`src/rtl/decode_defs.sv`:
```
// Shared definitions for the decode-stage multi-cycle sequencer.
// Holds the sequencer state and sequence-kind encodings, the default
// number of 16-bit stack words per saved PC, the stack word width, and
// a helper that sizes the word-select field.
package decode_defs;

    localparam int PC_WORDS_DEFAULT = 2;
    localparam int STACK_WORD_WIDTH = 16;

    typedef enum logic [2:0] {
        ST_IDLE       = 3'd0,
        ST_PUSH_PC    = 3'd1,
        ST_PUSH_FLAGS = 3'd2,
        ST_POP_FLAGS  = 3'd3,
        ST_POP_PC     = 3'd4
    } seq_state_e;

    typedef enum logic [1:0] {
        KIND_CALL = 2'd0,
        KIND_INT  = 2'd1,
        KIND_RET  = 2'd2,
        KIND_RTI  = 2'd3
    } seq_kind_e;

    // Width of the PC word index; a single-word PC still gets one bit.
    function automatic int word_sel_width(input int pc_words);
        return (pc_words > 1) ? $clog2(pc_words) : 1;
    endfunction

endpackage

```
`src/rtl/multicycle_sequencer_if.sv`:
```
// Decode-side bundle between the control unit and the multi-cycle sequencer.
// Inputs to the sequencer: DecValid, CallDec, RetDec, RtiDec (decode pulses),
// IntIn (interrupt pin), MemReady (memory stage accepts the stack access).
// Outputs from the sequencer: Stall, SecondIter, Flush, ForcePush, ForcePop,
// FlagSave, FlagRestore, WordSel, IntAck, Busy.
// The master modport is the decode/pipeline side, slave is the sequencer.
interface multicycle_sequencer_if #(
    parameter int PC_WORDS = decode_defs::PC_WORDS_DEFAULT
);
    import decode_defs::*;

    localparam int WSW = word_sel_width(PC_WORDS);

    logic           DecValid;
    logic           CallDec;
    logic           RetDec;
    logic           RtiDec;
    logic           IntIn;
    logic           MemReady;
    logic           Stall;
    logic           SecondIter;
    logic           Flush;
    logic           ForcePush;
    logic           ForcePop;
    logic           FlagSave;
    logic           FlagRestore;
    logic [WSW-1:0] WordSel;
    logic           IntAck;
    logic           Busy;

    modport master (
        output DecValid, CallDec, RetDec, RtiDec, IntIn, MemReady,
        input  Stall, SecondIter, Flush, ForcePush, ForcePop,
               FlagSave, FlagRestore, WordSel, IntAck, Busy
    );

    modport slave (
        input  DecValid, CallDec, RetDec, RtiDec, IntIn, MemReady,
        output Stall, SecondIter, Flush, ForcePush, ForcePop,
               FlagSave, FlagRestore, WordSel, IntAck, Busy
    );

endinterface

```
`src/rtl/int_edge_latch.sv`:
```
// Rising-edge detector and single-entry pending latch for the interrupt pin.
// Ports:
//   clk     - clock
//   rst_n   - asynchronous active-low reset
//   int_in  - interrupt pin (level)
//   clear   - drop the pending interrupt (interrupt entry acknowledged)
//   pending - an interrupt is waiting to be taken
module int_edge_latch
    import decode_defs::*;
(
    input  logic clk,
    input  logic rst_n,
    input  logic int_in,
    input  logic clear,
    output logic pending
);

    logic int_prev_q, int_prev_d;
    logic int_pend_q, int_pend_d;
    logic rise;

    // A fresh edge wins over a clear in the same cycle, so an interrupt
    // arriving exactly on the acknowledge cycle is not lost. Edges seen
    // while already pending simply keep the bit set.
    always_comb begin
        rise       = int_in && !int_prev_q;
        int_prev_d = int_in;
        int_pend_d = int_pend_q;
        if (rise) begin
            int_pend_d = 1'b1;
        end else if (clear) begin
            int_pend_d = 1'b0;
        end
    end

    always_ff @(posedge clk or negedge rst_n) begin
        if (!rst_n) begin
            int_prev_q <= 1'b0;
            int_pend_q <= 1'b0;
        end else begin
            int_prev_q <= int_prev_d;
            int_pend_q <= int_pend_d;
        end
    end

    assign pending = int_pend_q;

endmodule

```
`src/rtl/multicycle_sequencer.sv`:
```
// Decode-stage sequencer for CALL, RET, RTI and hardware interrupt entry.
// One arbitrated FSM drives the stall, continuation, flush and forced
// push/pop controls, waiting on MemReady for each stack access.
// Ports:
//   Clk - clock
//   Rst - asynchronous active-low reset
//   bus - multicycle_sequencer_if slave modport (decode pulses, interrupt
//         pin and memory handshake in; pipeline controls out)
module multicycle_sequencer
    import decode_defs::*;
#(
    parameter int PC_WORDS = PC_WORDS_DEFAULT
) (
    input  logic                  Clk,
    input  logic                  Rst,
    multicycle_sequencer_if.slave bus
);

    localparam int             WSW       = word_sel_width(PC_WORDS);
    localparam logic [WSW-1:0] LAST_WORD = WSW'(PC_WORDS - 1);

    seq_state_e     state_q, state_d;
    seq_kind_e      kind_q, kind_d;
    logic [WSW-1:0] cnt_q, cnt_d;

    logic int_pend;
    logic int_ack;
    logic last_word;
    logic busy;
    logic first_cycle;
    logic last_step;
    logic flush;

    int_edge_latch u_int_edge (
        .clk     (Clk),
        .rst_n   (Rst),
        .int_in  (bus.IntIn),
        .clear   (int_ack),
        .pending (int_pend)
    );

    // Next state. Nothing advances without MemReady; the counter is cleared
    // whenever a PC state is entered or left so WordSel is 0 outside it.
    always_comb begin
        state_d   = state_q;
        kind_d    = kind_q;
        cnt_d     = cnt_q;
        last_word = (cnt_q == LAST_WORD);
        case (state_q)
            ST_IDLE: begin
                cnt_d = '0;
                if (bus.DecValid && bus.RtiDec) begin
                    state_d = ST_POP_FLAGS;
                    kind_d  = KIND_RTI;
                end else if (bus.DecValid && bus.RetDec) begin
                    state_d = ST_POP_PC;
                    kind_d  = KIND_RET;
                end else if (bus.DecValid && bus.CallDec) begin
                    state_d = ST_PUSH_PC;
                    kind_d  = KIND_CALL;
                end else if (int_pend) begin
                    state_d = ST_PUSH_PC;
                    kind_d  = KIND_INT;
                end
            end
            ST_PUSH_PC: begin
                if (bus.MemReady) begin
                    if (last_word) begin
                        cnt_d   = '0;
                        state_d = (kind_q == KIND_INT) ? ST_PUSH_FLAGS : ST_IDLE;
                    end else begin
                        cnt_d = cnt_q + WSW'(1);
                    end
                end
            end
            ST_PUSH_FLAGS: begin
                if (bus.MemReady) begin
                    state_d = ST_IDLE;
                end
            end
            ST_POP_FLAGS: begin
                if (bus.MemReady) begin
                    cnt_d   = '0;
                    state_d = ST_POP_PC;
                end
            end
            ST_POP_PC: begin
                if (bus.MemReady) begin
                    if (last_word) begin
                        cnt_d   = '0;
                        state_d = ST_IDLE;
                    end else begin
                        cnt_d = cnt_q + WSW'(1);
                    end
                end
            end
            default: begin
                state_d = ST_IDLE;
                cnt_d   = '0;
            end
        endcase
    end

    always_ff @(posedge Clk or negedge Rst) begin
        if (!Rst) begin
            state_q <= ST_IDLE;
            kind_q  <= KIND_CALL;
            cnt_q   <= '0;
        end else begin
            state_q <= state_d;
            kind_q  <= kind_d;
            cnt_q   <= cnt_d;
        end
    end

    // The opening cycle of a sequence is either the first PC push, the
    // flags pop of RTI, or the first PC pop of a plain RET. The closing
    // step is the flags push for INT and the last PC word otherwise.
    always_comb begin
        busy        = (state_q != ST_IDLE);
        first_cycle = ((state_q == ST_PUSH_PC) && (cnt_q == '0))
                   || (state_q == ST_POP_FLAGS)
                   || ((state_q == ST_POP_PC) && (cnt_q == '0) && (kind_q == KIND_RET));
        last_step   = ((state_q == ST_PUSH_PC) && last_word && (kind_q == KIND_CALL))
                   || (state_q == ST_PUSH_FLAGS)
                   || ((state_q == ST_POP_PC) && last_word);
        flush       = last_step && bus.MemReady;
        int_ack     = flush && (kind_q == KIND_INT);
    end

    assign bus.Busy        = busy;
    assign bus.Stall       = busy && !flush;
    assign bus.SecondIter  = busy && !first_cycle;
    assign bus.Flush       = flush;
    assign bus.IntAck      = int_ack;
    assign bus.ForcePush   = (state_q == ST_PUSH_PC) || (state_q == ST_PUSH_FLAGS);
    assign bus.ForcePop    = (state_q == ST_POP_FLAGS) || (state_q == ST_POP_PC);
    assign bus.FlagSave    = (state_q == ST_PUSH_FLAGS);
    assign bus.FlagRestore = (state_q == ST_POP_FLAGS);
    assign bus.WordSel     = cnt_q;

endmodule

```
`src/flat_wrapper.sv`:
```
// flat-port wrapper written by rule: the top's interface ports become plain ports
module multicycle_sequencer_flat import decode_defs::*;
#(
    parameter int PC_WORDS = PC_WORDS_DEFAULT
)
  (Clk, Rst, bus_DecValid, bus_CallDec, bus_RetDec, bus_RtiDec, bus_IntIn, bus_MemReady, bus_Stall, bus_SecondIter, bus_Flush, bus_ForcePush, bus_ForcePop, bus_FlagSave, bus_FlagRestore, bus_WordSel, bus_IntAck, bus_Busy);
  multicycle_sequencer_if #(.PC_WORDS(PC_WORDS)) bus_i ();
  input  logic Clk;
  input  logic Rst;
  input wire logic [$bits(bus_i.DecValid)-1:0] bus_DecValid;
  input wire logic [$bits(bus_i.CallDec)-1:0] bus_CallDec;
  input wire logic [$bits(bus_i.RetDec)-1:0] bus_RetDec;
  input wire logic [$bits(bus_i.RtiDec)-1:0] bus_RtiDec;
  input wire logic [$bits(bus_i.IntIn)-1:0] bus_IntIn;
  input wire logic [$bits(bus_i.MemReady)-1:0] bus_MemReady;
  output wire logic [$bits(bus_i.Stall)-1:0] bus_Stall;
  output wire logic [$bits(bus_i.SecondIter)-1:0] bus_SecondIter;
  output wire logic [$bits(bus_i.Flush)-1:0] bus_Flush;
  output wire logic [$bits(bus_i.ForcePush)-1:0] bus_ForcePush;
  output wire logic [$bits(bus_i.ForcePop)-1:0] bus_ForcePop;
  output wire logic [$bits(bus_i.FlagSave)-1:0] bus_FlagSave;
  output wire logic [$bits(bus_i.FlagRestore)-1:0] bus_FlagRestore;
  output wire logic [$bits(bus_i.WordSel)-1:0] bus_WordSel;
  output wire logic [$bits(bus_i.IntAck)-1:0] bus_IntAck;
  output wire logic [$bits(bus_i.Busy)-1:0] bus_Busy;
  assign bus_i.DecValid = bus_DecValid;
  assign bus_i.CallDec = bus_CallDec;
  assign bus_i.RetDec = bus_RetDec;
  assign bus_i.RtiDec = bus_RtiDec;
  assign bus_i.IntIn = bus_IntIn;
  assign bus_i.MemReady = bus_MemReady;
  assign bus_Stall = bus_i.Stall;
  assign bus_SecondIter = bus_i.SecondIter;
  assign bus_Flush = bus_i.Flush;
  assign bus_ForcePush = bus_i.ForcePush;
  assign bus_ForcePop = bus_i.ForcePop;
  assign bus_FlagSave = bus_i.FlagSave;
  assign bus_FlagRestore = bus_i.FlagRestore;
  assign bus_WordSel = bus_i.WordSel;
  assign bus_IntAck = bus_i.IntAck;
  assign bus_Busy = bus_i.Busy;
  multicycle_sequencer #(.PC_WORDS(PC_WORDS)) u_core (.Clk(Clk), .Rst(Rst), .bus(bus_i));
endmodule
```
`config.mk`:
```
export PLATFORM = sky130hd
export DESIGN_NAME = multicycle_sequencer_flat
export DESIGN_NICKNAME = d
export VERILOG_FILES = /design/src/rtl/decode_defs.sv /design/src/rtl/multicycle_sequencer_if.sv /design/src/rtl/int_edge_latch.sv /design/src/rtl/multicycle_sequencer.sv /design/src/flat_wrapper.sv
export SDC_FILE = /design/constraint.sdc
export NUM_CORES = 1
export LEC_CHECK = 0
export BUFFER_PORTS_ARGS = -buffer_cell sky130_fd_sc_hd__buf_4
export CORE_MARGIN = 4
export CORE_UTILIZATION = 30
export CTS_BUF_LIST = sky130_fd_sc_hd__clkbuf_16
export CTS_CLUSTER_SIZE = 24
export DETAILED_ROUTE_END_ITERATION = 6
export GPL_TIMING_DRIVEN = 0
export PLACE_DENSITY = 0.57
export SLEW_MARGIN = 20
export SYNTH_ARGS = -nofsm -noshare
export SYNTH_HDL_FRONTEND = slang
export SYNTH_SLANG_ARGS = --single-unit
```
`constraint.sdc`:
```
create_clock -name Clk -period 2.9 [get_ports Clk]
set_input_delay 0.145 -clock Clk [delete_from_list [all_inputs] [get_ports Clk]]
set_output_delay 0.145 -clock Clk [all_outputs]
set_load 0.01 [all_outputs]
```
==> results_dict.tcl <==
set metrics [dict create \
    ys_types 35 \
    worstMarginPinSlew_ps 329 \
    rows 16 \
    ctsResizeCount 0 \
    ys_top_cells_by_area "dfrtp_1 (32%), nor2_1 (6.0%), a2111oi_4 (4.4%), nand2b_1 (4.0%), o21ai_0 (4.0%)" \
    slew_viol_final 0 \
    maxCapViolations 0 \
    regToRegEndpoint "u_core.state_q[2]" \
    synth_nets 80 \
    cts_tree "built" \
    first_pass_iters 3 \
    port_buffers 16 \
    synthTopCellsByCount "nor2_1 (10), dfrtp_1 (8), o21ai_0 (5)" \
    yosysMostFrequentCell "nor2_1" \
    vias 566 \
    cts_buffer_depth 2 \
    rsz0062_at_grt "no" \
    grt_max_degree 11 \
    p_per_area_mw_per_mm2 1180 \
    overflow 0 \
    leakage_nw 0.410 \
    cts_buffers 3 \
    drtAntennaViolNets 0 \
    async_flop_share_pct 100 \
    synth_seq_area_share_pct 32.2 \
    r2r_start "u_core.state_q[2]" \
    criticalPathCategory "reg -> out" \
    critPathCaptureType "primary output" \
    synthFlopType "dfrtp_1" \
    die_y_microns 53.5 \
    detail_route.vias_per_cell 4.76 \
    worstPathRequired_ps 2760 \
    initial_core_util_pct 31.7 \
    synth-edff-count 0 \
    grt_pass1_vias 537 \
    worstHoldPathCells 1 \
    hold_path.class "in -> reg" \
    tns_ps 0 \
    cts.htree.levels 1 \
    start_kind "flop" \
    crit_fanout 10 \
    whs_ps 33.1 \
    synth-seq-cells 8 \
    syn_area_sq_um 622 \
    drt-total-wl_microns 1340 \
    hold-path-endpoint "u_core.u_int_edge.int_prev_q" \
    finalClockSkew_ps 0.362 \
    gr-usage-all-layers_pct 11.2 \
    wl_per_cell_microns 11.3 \
    die-area_sq_mm 0.00287 \
    grt_first_pass_wirelength_microns 2390 \
    ios 18 \
    post-cts-setup-buffers 0 \
    post-route-period-util_pct 59.2 \
    area_delta_synth_final_pct 38.4 \
    timing.fmax_ghz 0.583 \
    nNetsFinal 102 \
    finalCriticalPeriod_ps 1720 \
    drc 0 \
    hold_viol_final 0 \
    layout-drive-gt1-share_pct 33.7 \
    arrival_ps 1570 \
    relSlewSlack_pct 78.0 \
    setup-violations-final 0 \
    antenna_cells 0 \
    drtIter0Drc 11 \
    antenna_found_initial 0 \
    yosysTopAreaCell "dfrtp_1" \
    die_w_microns 53.5 \
    critPathLaunch "u_core.state_q[1]" \
    cts_hold_buf 1 \
    clk_pin_slew_ps 40 \
    reg2reg_slack_ps 1400 \
    clock-root-buffer "clkbuf_16" \
    yosys.area.top_type_share_pct 32.2 \
    synth.avg_cell_area_sq_um 8.64 \
    synthCells 72 \
    peakVddDrop_mv 0.569 \
    hpwl_microns 1040 \
    place_congestion 0.722 \
    clock_sinks 8 \
    coreArea_sq_mm 0.00196 \
    outcome "completed" \
    min_from "bus_IntIn" \
    yosys_warnings 0 \
    worstRegToRegCells 5 \
    clk_latency_ps 230 \
]
[routing by layer]
metal	vias to the layer above	track usage, %	wire (microns)
met5	-	0	0
met4	0	5.53	0
met3	0	1.94	94
met2	15	17.6	602
met1	253	14.8	647
li1	298	-	-
[worst max-delay path, stage by stage (launching register included)]
cell and delay (ps):
dfrtp_1 380, buf_2 240, nand2b_1 180, a21oi_1 170
o21a_1 180, nor2_1 50, buf_4 140
[placed cells by master (no fill, tap or decap), types with 2 or more instances in the layout]
cell type and n:
a21oi_1 4, buf_2 2, buf_4 18, clkbuf_16 3, dfrtp_1 8, inv_1 4
nand2_1 4, nand2b_1 4, nand3_1 2, nor2_1 10, nor4_1 2, o21ai_0 5
o22a_1 2
[registers in the layout, indices dropped and copies added, names as in the netlist]
name and cells:
u_core.bus.WordSel 1, u_core.u_int_edge.pending 1, u_core.u_int_edge.int_prev_q 1, u_core.state_q 3, u_core.kind_q 2
[cells by family (layout without fill, tap and decap cells)]
kind of cell           after synthesis  count (layout)  share of synthesized area, %
AO/OA/AOI/OAI                       22              22                          27.8
XOR/XNOR                             2               2                          2.82
buffers and inverters               10              30                          7.64
flip-flops                           8               8                          32.2
multiplexers                         1               1                          1.61
AND/OR/NAND/NOR                     29              29                          28.0
[worst max path at each step]
stage,endpoint,slack (ps)
floorplan,u_core.u_int_edge.pending,1480
global placement,u_core.state_q[2],1410
detailed placement,bus_Stall,1410
CTS,bus_Stall,1170
global route,bus_Stall,1100
finish,bus_Stall,1180
[power by group]
part	total [W]	internal (W)	switching, W	leakage [nW]
logic	0.000592	0.000289	0.000304	0.278
registers	0.000200	0.000156	0.0000437	0.0946
clock network	0.000227	0.000177	0.0000495	0.0370
[through the flow]
step / setup WS (ps) / area, sq um / util [%] / total power, W / cells
2_1_floorplan: 1480 / 622 / - / 0.000609 / 72
3_3_place_gp: 1410 / 776 / 39.5 / 0.000796 / 115
3_5_place_dp: 1410 / 776 / 39.5 / 0.000800 / 115
4_1_cts: 1170 / 861 / 43.9 / 0.00103 / 119
5_1_grt: 1100 / 861 / 43.9 / 0.00111 / 119
6_report: 1180 / 861 / 43.9 / 0.00102 / 119
[area by class of cell]
type	count	area (sq um)
fill	210	1100
clock buffer	3	75.1
tap	27	33.8
sequential	8	200
buffer	5	28.8
multi-input combinational	54	374
inverter	5	18.8
timing repair buffer	17	130
Power figures use the tool's default switching activity.
